===== src/rtl/convpress_node_ctrl.sv =====
// Sequencer for one convpress node: walks NBin/NBout tiles and drives datapath controls.
// Latency: per output tile 1 LOAD + Ni STREAM beats + PIPE_LAT drain + 1 WRITE cycle.
// Backpressure: i_sb_ready low inserts a STREAM bubble; the same beat is offered next cycle.
module convpress_node_ctrl #(
  parameter int ADDR_SZ  = 6,
  parameter int CNT_SZ   = 8,
  parameter int PIPE_LAT = 3
) (
  input  logic               clk,
  input  logic               rst,
  input  logic               i_start,
  input  logic [CNT_SZ-1:0]  i_cfg_num_in,
  input  logic [CNT_SZ-1:0]  i_cfg_num_out,
  input  logic [ADDR_SZ-1:0] i_cfg_nbin_base,
  input  logic [ADDR_SZ-1:0] i_cfg_nbout_base,
  input  logic               i_cfg_final,
  input  logic               i_sb_ready,
  output logic [ADDR_SZ-1:0] o_nbin_addr,
  output logic               o_sb_req,
  output logic [ADDR_SZ-1:0] o_nbout_addr,
  output logic               o_nbout_wen,
  output logic               o_load_nbout,
  output logic               o_n1_n2_to_nbout,
  output logic               o_acc_en,
  output logic               o_busy,
  output logic               o_done
);

  localparam logic [2:0] S_IDLE   = 3'd0;
  localparam logic [2:0] S_LOAD   = 3'd1;
  localparam logic [2:0] S_STREAM = 3'd2;
  localparam logic [2:0] S_DRAIN  = 3'd3;
  localparam logic [2:0] S_WRITE  = 3'd4;
  localparam logic [2:0] S_DONE   = 3'd5;

  logic [2:0]          state;
  logic [CNT_SZ-1:0]   cfg_num_in;
  logic [CNT_SZ-1:0]   cfg_num_out;
  logic [ADDR_SZ-1:0]  cfg_nbin_base;
  logic                cfg_final;
  logic [CNT_SZ-1:0]   in_cnt;
  logic [CNT_SZ-1:0]   out_cnt;
  logic [ADDR_SZ-1:0]  in_ptr;
  logic [ADDR_SZ-1:0]  out_ptr;
  logic [ADDR_SZ-1:0]  nbin_addr_q;
  logic [ADDR_SZ-1:0]  nbout_addr_q;
  logic [PIPE_LAT-1:0] vld_sr;
  logic [PIPE_LAT-1:0] vld_sr_shift;
  logic                sb_req;
  logic                nbout_sel;
  logic                last_in;
  logic                last_out;

  assign sb_req       = (state == S_STREAM) && i_sb_ready;
  assign nbout_sel    = (state == S_LOAD) || (state == S_WRITE);
  assign last_in      = (in_cnt == cfg_num_in - CNT_SZ'(1));
  assign last_out     = (out_cnt == cfg_num_out - CNT_SZ'(1));
  // Contents of the valid pipe after this edge when no new beat enters (DRAIN never issues).
  assign vld_sr_shift = vld_sr << 1;

  // Main sequencer: config latch, tile pointers/counters and state transitions.
  always_ff @(posedge clk or posedge rst) begin
    if (rst) begin
      state         <= S_IDLE;
      cfg_num_in    <= '0;
      cfg_num_out   <= '0;
      cfg_nbin_base <= '0;
      cfg_final     <= 1'b0;
      in_cnt        <= '0;
      out_cnt       <= '0;
      in_ptr        <= '0;
      out_ptr       <= '0;
    end else begin
      case (state)
        S_IDLE: begin
          if (i_start) begin
            cfg_num_in    <= i_cfg_num_in;
            cfg_num_out   <= i_cfg_num_out;
            cfg_nbin_base <= i_cfg_nbin_base;
            cfg_final     <= i_cfg_final;
            in_ptr        <= i_cfg_nbin_base;
            out_ptr       <= i_cfg_nbout_base;
            in_cnt        <= '0;
            out_cnt       <= '0;
            // An empty job skips the datapath entirely.
            if (i_cfg_num_in == '0 || i_cfg_num_out == '0) state <= S_DONE;
            else                                           state <= S_LOAD;
          end
        end
        S_LOAD: state <= S_STREAM;
        S_STREAM: begin
          if (i_sb_ready) begin
            in_ptr <= in_ptr + ADDR_SZ'(1);
            if (last_in) begin
              in_cnt <= '0;
              state  <= S_DRAIN;
            end else begin
              in_cnt <= in_cnt + CNT_SZ'(1);
            end
          end
        end
        S_DRAIN: begin
          // Leave as the last beat reaches N1, so WRITE follows the final acc_en directly.
          if (vld_sr_shift == '0) state <= S_WRITE;
        end
        S_WRITE: begin
          out_cnt <= out_cnt + CNT_SZ'(1);
          out_ptr <= out_ptr + ADDR_SZ'(1);
          in_ptr  <= cfg_nbin_base;
          state   <= last_out ? S_DONE : S_LOAD;
        end
        S_DONE:  state <= S_IDLE;
        default: state <= S_IDLE;
      endcase
    end
  end

  // Valid pipe tracking issued beats down to the N1 accumulator.
  always_ff @(posedge clk or posedge rst) begin
    if (rst) vld_sr <= '0;
    else     vld_sr <= vld_sr_shift | PIPE_LAT'(sb_req);
  end

  // Address hold registers so addresses keep their last driven value between uses.
  always_ff @(posedge clk or posedge rst) begin
    if (rst) begin
      nbin_addr_q  <= '0;
      nbout_addr_q <= '0;
    end else begin
      if (sb_req)    nbin_addr_q  <= in_ptr;
      if (nbout_sel) nbout_addr_q <= out_ptr;
    end
  end

  assign o_sb_req         = sb_req;
  assign o_nbin_addr      = sb_req ? in_ptr : nbin_addr_q;
  assign o_nbout_addr     = nbout_sel ? out_ptr : nbout_addr_q;
  assign o_nbout_wen      = (state == S_WRITE);
  assign o_load_nbout     = (state == S_LOAD);
  assign o_n1_n2_to_nbout = (state == S_WRITE) && cfg_final;
  assign o_acc_en         = vld_sr[PIPE_LAT-1];
  assign o_busy           = (state != S_IDLE);
  assign o_done           = (state == S_DONE);

endmodule


===== config.mk =====
export PLATFORM = sky130hd
export DESIGN_NAME = convpress_node_ctrl
export DESIGN_NICKNAME = d
export VERILOG_FILES = /design/src/rtl/convpress_node_ctrl.sv
export SDC_FILE = /design/constraint.sdc
export NUM_CORES = 1
export LEC_CHECK = 0
export ABC_AREA = 1
export ABC_CLOCK_PERIOD_IN_PS = 2800
export BUFFER_PORTS_ARGS = -buffer_cell sky130_fd_sc_hd__buf_4
export CAP_MARGIN = 20
export CORE_ASPECT_RATIO = 1.75
export CORE_MARGIN = 3
export CORE_UTILIZATION = 50
export DETAILED_ROUTE_END_ITERATION = 10
export PLACE_DENSITY = 0.79
export SYNTH_ARGS = -nofsm -noshare
export SYNTH_HDL_FRONTEND = slang
export SYNTH_SLANG_ARGS = --single-unit

===== constraint.sdc =====
create_clock -name clk -period 2.8 [get_ports clk]
set_input_delay 0.14 -clock clk [delete_from_list [all_inputs] [get_ports clk]]
set_output_delay 0.14 -clock clk [all_outputs]
set_load 0.01 [all_outputs]

=== Yosys cells after proc, flatten, opt, wreduce, memory -nomap -nowiden ===
Index checks and enable logic that the tools add are counted.

* Word-level logic and storage cells: 66
* Flip-flop bits (word level): 69

* Bitwise operators: 1
* Reductions and logical operators: 17
* Muxes and demuxes: 19
* Equality and inequality tests: 11
* Add/sub/neg operators: 6

{| class="wikitable"
|+ Operators with widths
! operator !! number
|-
| $pmux W8 S2 || 2
|-
| $mux W6 || 5
|-
| $mux W8 || 3
|-
| $mux W3 || 6
|-
| $pmux W6 S3 || 1
|-
| $add A8 B1 Y8 const B || 2
|-
| $eq A8 B8 Y1 || 2
|-
| $logic_not A8 Y1 || 2
|-
| $sub A8 B1 Y8 const B || 2
|-
| $pmux W3 S5 || 1
|-
| $add A6 B1 Y6 const B || 2
|-
| $pmux W6 S2 || 1
|-
| $ne A2 B2 Y1 const B || 4
|-
| $eq A3 B2 Y1 const B || 2
|-
| $eq A3 B3 Y1 const B || 2
|-
| $logic_not A3 Y1 || 2
|-
| $reduce_and A3 Y1 || 2
|-
| $reduce_bool A3 Y1 || 2
|-
| $reduce_and A2 Y1 || 2
|-
| $reduce_and A4 Y1 || 1
|-
| $reduce_bool A2 Y1 || 2
|-
| $eq A3 B1 Y1 const B || 1
|-
| $or A3 B1 Y3 || 1
|-
| $logic_and A1 B1 Y1 || 2
|-
| $logic_or A1 B1 Y1 || 2
|}

=== Logic depth before layout (Yosys ltp) ===
* Word-level depth: 5
* Gate-level depth with buffers: 14

=== Worst setup path after synthesis ===
No wires, ideal clock.

* Path kind: register to register
* Start: reg cfg_num_in[0]
* End: reg state[2]
* Slack: 1.211 ns
* Cell stages (with the launch flop): 13
* Library setup time: 0.077 ns
* Buffers on the path: 0
* Arrival: 1.512 ns
* Cell sequence: dfrtp_1 inv_1 ha_1 nand2_1 nor2_1 nand2_1 nand2_1 nand3_1 nor2_1 nand2_1 nand2_2 nand2_1 a21oi_1

* Longest elaborated chain between the ends: 4

{| class="wikitable"
|+ RTL lines
! element !! RTL line !! text
|-
| from (decl) || 37 || <nowiki>logic [CNT_SZ-1:0] cfg_num_in;</nowiki>
|-
| from (signal assigned) || 77 || <nowiki>cfg_num_in <= i_cfg_num_in;</nowiki>
|-
| $sub A8 B1 Y8 || 56 || <nowiki>assign last_in = (in_cnt == cfg_num_in - CNT_SZ'(1));</nowiki>
|-
| $eq A8 B8 Y1 || 56 ||
|-
| $ne A2 B2 Y1 (no line) || n/a ||
|-
| $reduce_and A4 Y1 (no line) || n/a ||
|-
| to (signal assigned) || 110 || <nowiki>state <= last_out ? S_DONE : S_LOAD;</nowiki>
|-
| to (decl) || 36 || <nowiki>logic [2:0] state;</nowiki>
|}

Every way passes these cells.
A chain may end at the register's enable or synchronous reset.

=== Worst setup path after layout ===
* Start: reg state[1]
* End: out o_nbout_addr[0]

* Longest elaborated chain between the ends: 3
* Elaborated cells on any way between the ends: 4

{| class="wikitable"
|+ RTL lines
! element !! RTL line !! text
|-
| $eq A3 B1 Y1 / $eq A3 B3 Y1 (equally long branches) || 55 || <nowiki>assign nbout_sel = (state == S_LOAD) || (state == S_WRITE);</nowiki>
|-
| $logic_or A1 B1 Y1 * || 55 ||
|-
| $mux W6 * || n/a ||
|-
| to (decl) || 20 || <nowiki>output logic [ADDR_SZ-1:0] o_nbout_addr,</nowiki>
|}

Mark *: on every way between the ends. The rest lies on a longest branch, timed or not.

==> summary.md <==
| Metric | Value |
|---|---|
| Clock Power Share | `between 20% and 30%` |
| Htree depth | `3` |
| Synth Flop Type | `dfrtp_1` |
| Root Driver | `clkbuf_16` |
| GR peak layer | `met2` |
| Grt met2 use | `between 30% and 40%` |
| Total global-route track usage | `between 20 and 25%` |
| CTS Hold Bufs | `0` |
| FMAX | `around 450 MHz` |
| Max_slew headroom | `about two fifths` |
| Area Growth Syn to Fin | `18.9%` |
| First-pass GRT wire length | `approximately 14000 um` |
| Final setup viols | `0` |
| Vias in the first global route | `roughly 3200` |
| Largest net degree at the start of global routing | `70` |
| Syn nets | `522` |
| Comb pwr share | `a little under half` |
| Post-cts sizing count | `0` |
| ANT cells | `0` |
| Setup Skew | `between 0.005 and 0.006 ns` |
| Initial core utilization | `between 50% and 60%` |
| Psw | `around 2.0 mW` |
| Worst path arrival time | `2.09 ns` |
| Yosys reg bits | `a little under 70` |
| Crit Path Max Fanout | `11` |
| Commonest cells post-synth | `nand2_1, dfrtp_1, inv_1, nor2_1, nand3_1` |
| DR WL/cell | `between 10 and 15 um` |
| Nets@finish | `between 500 and 600` |
| Mapped Cells | `just under 500` |
| DPL Wire Length | `6300 um` |
| Buffers on Ports | `between 50 and 60` |
| Peak VDD IR | `a little under 600 uV` |
| Global Route met1 Usage | `about a quarter` |
| Post-CTS setup buffer count | `0` |
| Initial antenna violation count | `0` |
| Clock Sinks | `roughly 70` |
| Worst-Skew Late Latency | `roughly 0.33 ns` |
| CP Data Required Time | `2.66 ns` |
| Bufs on Longest Clock Path | `2` |
| Layout cell share with drive strength beyond 1 | `between 15 and 20%` |
| Routed Antenna Nets | `0` |
| Core area | `0.00723 mm2` |
| Post-synth EDFFs | `0` |
| Routability cong. | `a little under 0.9` |
| CTS clk-pin slew, worst paths | `0.05 ns` |
| Max_cap viols | `0` |
| Die width | `just over 70 um` |
| Worst Hold Class | `primary input to register` |
| Sequential-to-total area share from yosys stat | `a little under half` |
| Leak Pwr | `between 2 and 2.5 nW` |
| RSZ-0062 raised after global routing | `no` |
| Area contributors post-synth | `dfrtp_1, nand2_1, inv_1, nand3_1, nor2_1` |
| Met3 capacity usage during global routing | `4.44%` |
| Die area | `~0.0086 mm2` |
| Yosys warns | `0` |
| Worst-Margin Slew | `about 0.9 ns` |
| CTS Buf Count | `9` |
| WL final | `about 8600 um` |
| Power Total | `4.88 mW` |
| Async SR Flop Fraction | `100%` |
| Post-Syn Area | `roughly 0.0037 mm2` |
| Setup TNS | `0 ns` |
| Overflow left after global routing | `0` |
| Slew Limit Fails | `0` |
| Crit share post-route | `roughly 80%` |
| Min Tclk post-route | `2.23 ns` |
| Cell Rows | `41` |
| Final Hold Fails | `0` |
| Die Height | `between 100 and 150 um` |
| Inst Count DP | `between 600 and 700` |
| Top Ports | `52` |
| DR iter-0 viols | `slightly above 200` |
| DRC | `0` |
| Worst setup EP type | `primary output` |
| Post-Layout Cell Count | `roughly 630` |
| Status | `completed` |
| Cell-internal power | `approximately 2.8 mW` |
| Synth area leader | `dfrtp_1` |
| Power per cell area | `1100 mW/mm2` |
| Sequential power share | `about a third` |
| Pre-antenna DRT Iters | `4` |
| Drt via density | `around 5.3` |
| CP startpoint kind | `register` |
| Netlist cell types | `33` |
| Syn avg cell area | `7.70 um2` |
| Top-area cell type share of the netlist area | `a little under half` |
| Sw Share | `a little over two fifths` |
| CTS tree | `done` |
| Top-count cell post-synth | `nand2_1` |
| Vias | `between 3000 and 4000` |
| Setup CP Type | `register to primary output` |
## stage by stage
step / setup WS [ns] / utilization (%) / hold slack [ns] / instance area (um2)
finish: 0.567 / 61.2 / 0.0160 / 4420
global route: 0.392 / 61.2 / 0.0246 / 4420
CTS: 0.557 / 61.2 / 0.0103 / 4420
detailed placement: 0.837 / 57.5 / 0.353 / 4160
global placement: 0.912 / 57.5 / 0.355 / 4160
floorplan: 0.920 / - / 0.250 / 3720
## layer usage
| metal | up-vias | wire [um] |
|---|---|---|
| met5 | - | 0 |
| met4 | 0 | 245 |
| met3 | 22 | 398 |
| met2 | 76 | 4590 |
| met1 | 1568 | 3380 |
| li1 | 1657 | - |
## logic make-up (layout without fill, tap and decap cells)
kind of cell / count (synthesis) / in the layout / share of synthesized area [%]
simple gates: 240 / 240 / 27.6
compound gates: 78 / 78 / 12.2
buf+inv: 77 / 134 / 8.68
flops: 69 / 69 / 46.4
xor+xnor: 12 / 12 / 2.83
fa+ha+maj: 6 / 6 / 2.02
mux: 1 / 1 / 0.303
## worst max-delay path: stages (launching register included)
cell     delay [ns]
dfrtp_1        0.42
inv_2          0.14
nand2_1        0.08
nor2_1         0.22
inv_1          0.09
nand2_1        0.28
mux2_2         0.39
buf_4          0.14
## registers in the layout, summed over array words and instances, names as in the netlist
signal         cells
cfg_final          1
cfg_nbin_base      6
cfg_num_in         8
cfg_num_out        8
in_cnt             8
in_ptr             6
nbin_addr_q        6
nbout_addr_q       6
out_cnt            8
out_ptr            6
state              3
vld_sr             3
## cell type report
type                       count  area (um2)
clock buffer                  12         256
clock inverter                 2        10.0
fill                         628        2810
inverter                      66         248
multi-input combinational    337        1670
sequential                    69        1730
tap                           86         108
timing repair buffer          54         405
## worst paths after layout
kind                                      startpoint                            to  slack (ns)  depth (start not counted)
max in group asynchronous                        rst        out_ptr[3]$_DFFE_PP0P_        2.14                          3
worst min-delay path                i_cfg_num_out[5]    cfg_num_out[5]$_DFFE_PP0P_        0.02                          3
worst max register to register  state[0]$_DFFE_PP0P_         in_cnt[6]$_DFFE_PP0P_        0.82                          9
worst max-delay path            state[1]$_DFFE_PP0P_               o_nbout_addr[0]        0.57                          7
worst min register to register   vld_sr[1]$_DFF_PP0_           vld_sr[2]$_DFF_PP0_        0.37                          0
min in group asynchronous                        rst  cfg_nbin_base[4]$_DFFE_PP0P_        0.05                          3
## power by group through the flow
stage / clock network [mW] / logic [mW] / registers, mW
after global placement: 0 / 2.15 / 1.63
final: 1.02 / 2.23 / 1.63
after global routing: 1.08 / 2.54 / 1.68
after floorplan: 0 / 1.66 / 1.57
after CTS: 1.05 / 2.24 / 1.63
after detailed placement: 0 / 2.22 / 1.64
## placed cells by master, fill, tap and decap left out, types with 2 or more instances in the layout
master / Yosys / routed
o21ai_0: 27 / 27
o21ai_1: 15 / 15
clkbuf_8: 0 / 2
nor4_1: 5 / 5
nand4_1: 5 / 5
clkinv_2: 0 / 2
xor2_1: 9 / 9
nor2_2: 3 / 3
buf_4: 2 / 54
nor3_1: 2 / 2
xnor2_1: 3 / 3
nand2_1: 144 / 144
or2_2: 2 / 2
nor2_1: 38 / 38
inv_1: 59 / 58
nand3_1: 34 / 34
inv_2: 7 / 8
o22ai_1: 3 / 3
ha_1: 6 / 6
nor3_2: 2 / 2
a21oi_2: 2 / 2
clkbuf_16: 0 / 9
o211ai_1: 7 / 7
nand2_2: 3 / 3
o221ai_1: 3 / 3
dfrtp_1: 69 / 69
a21oi_1: 18 / 18
(Power assumes the default switching activity.)
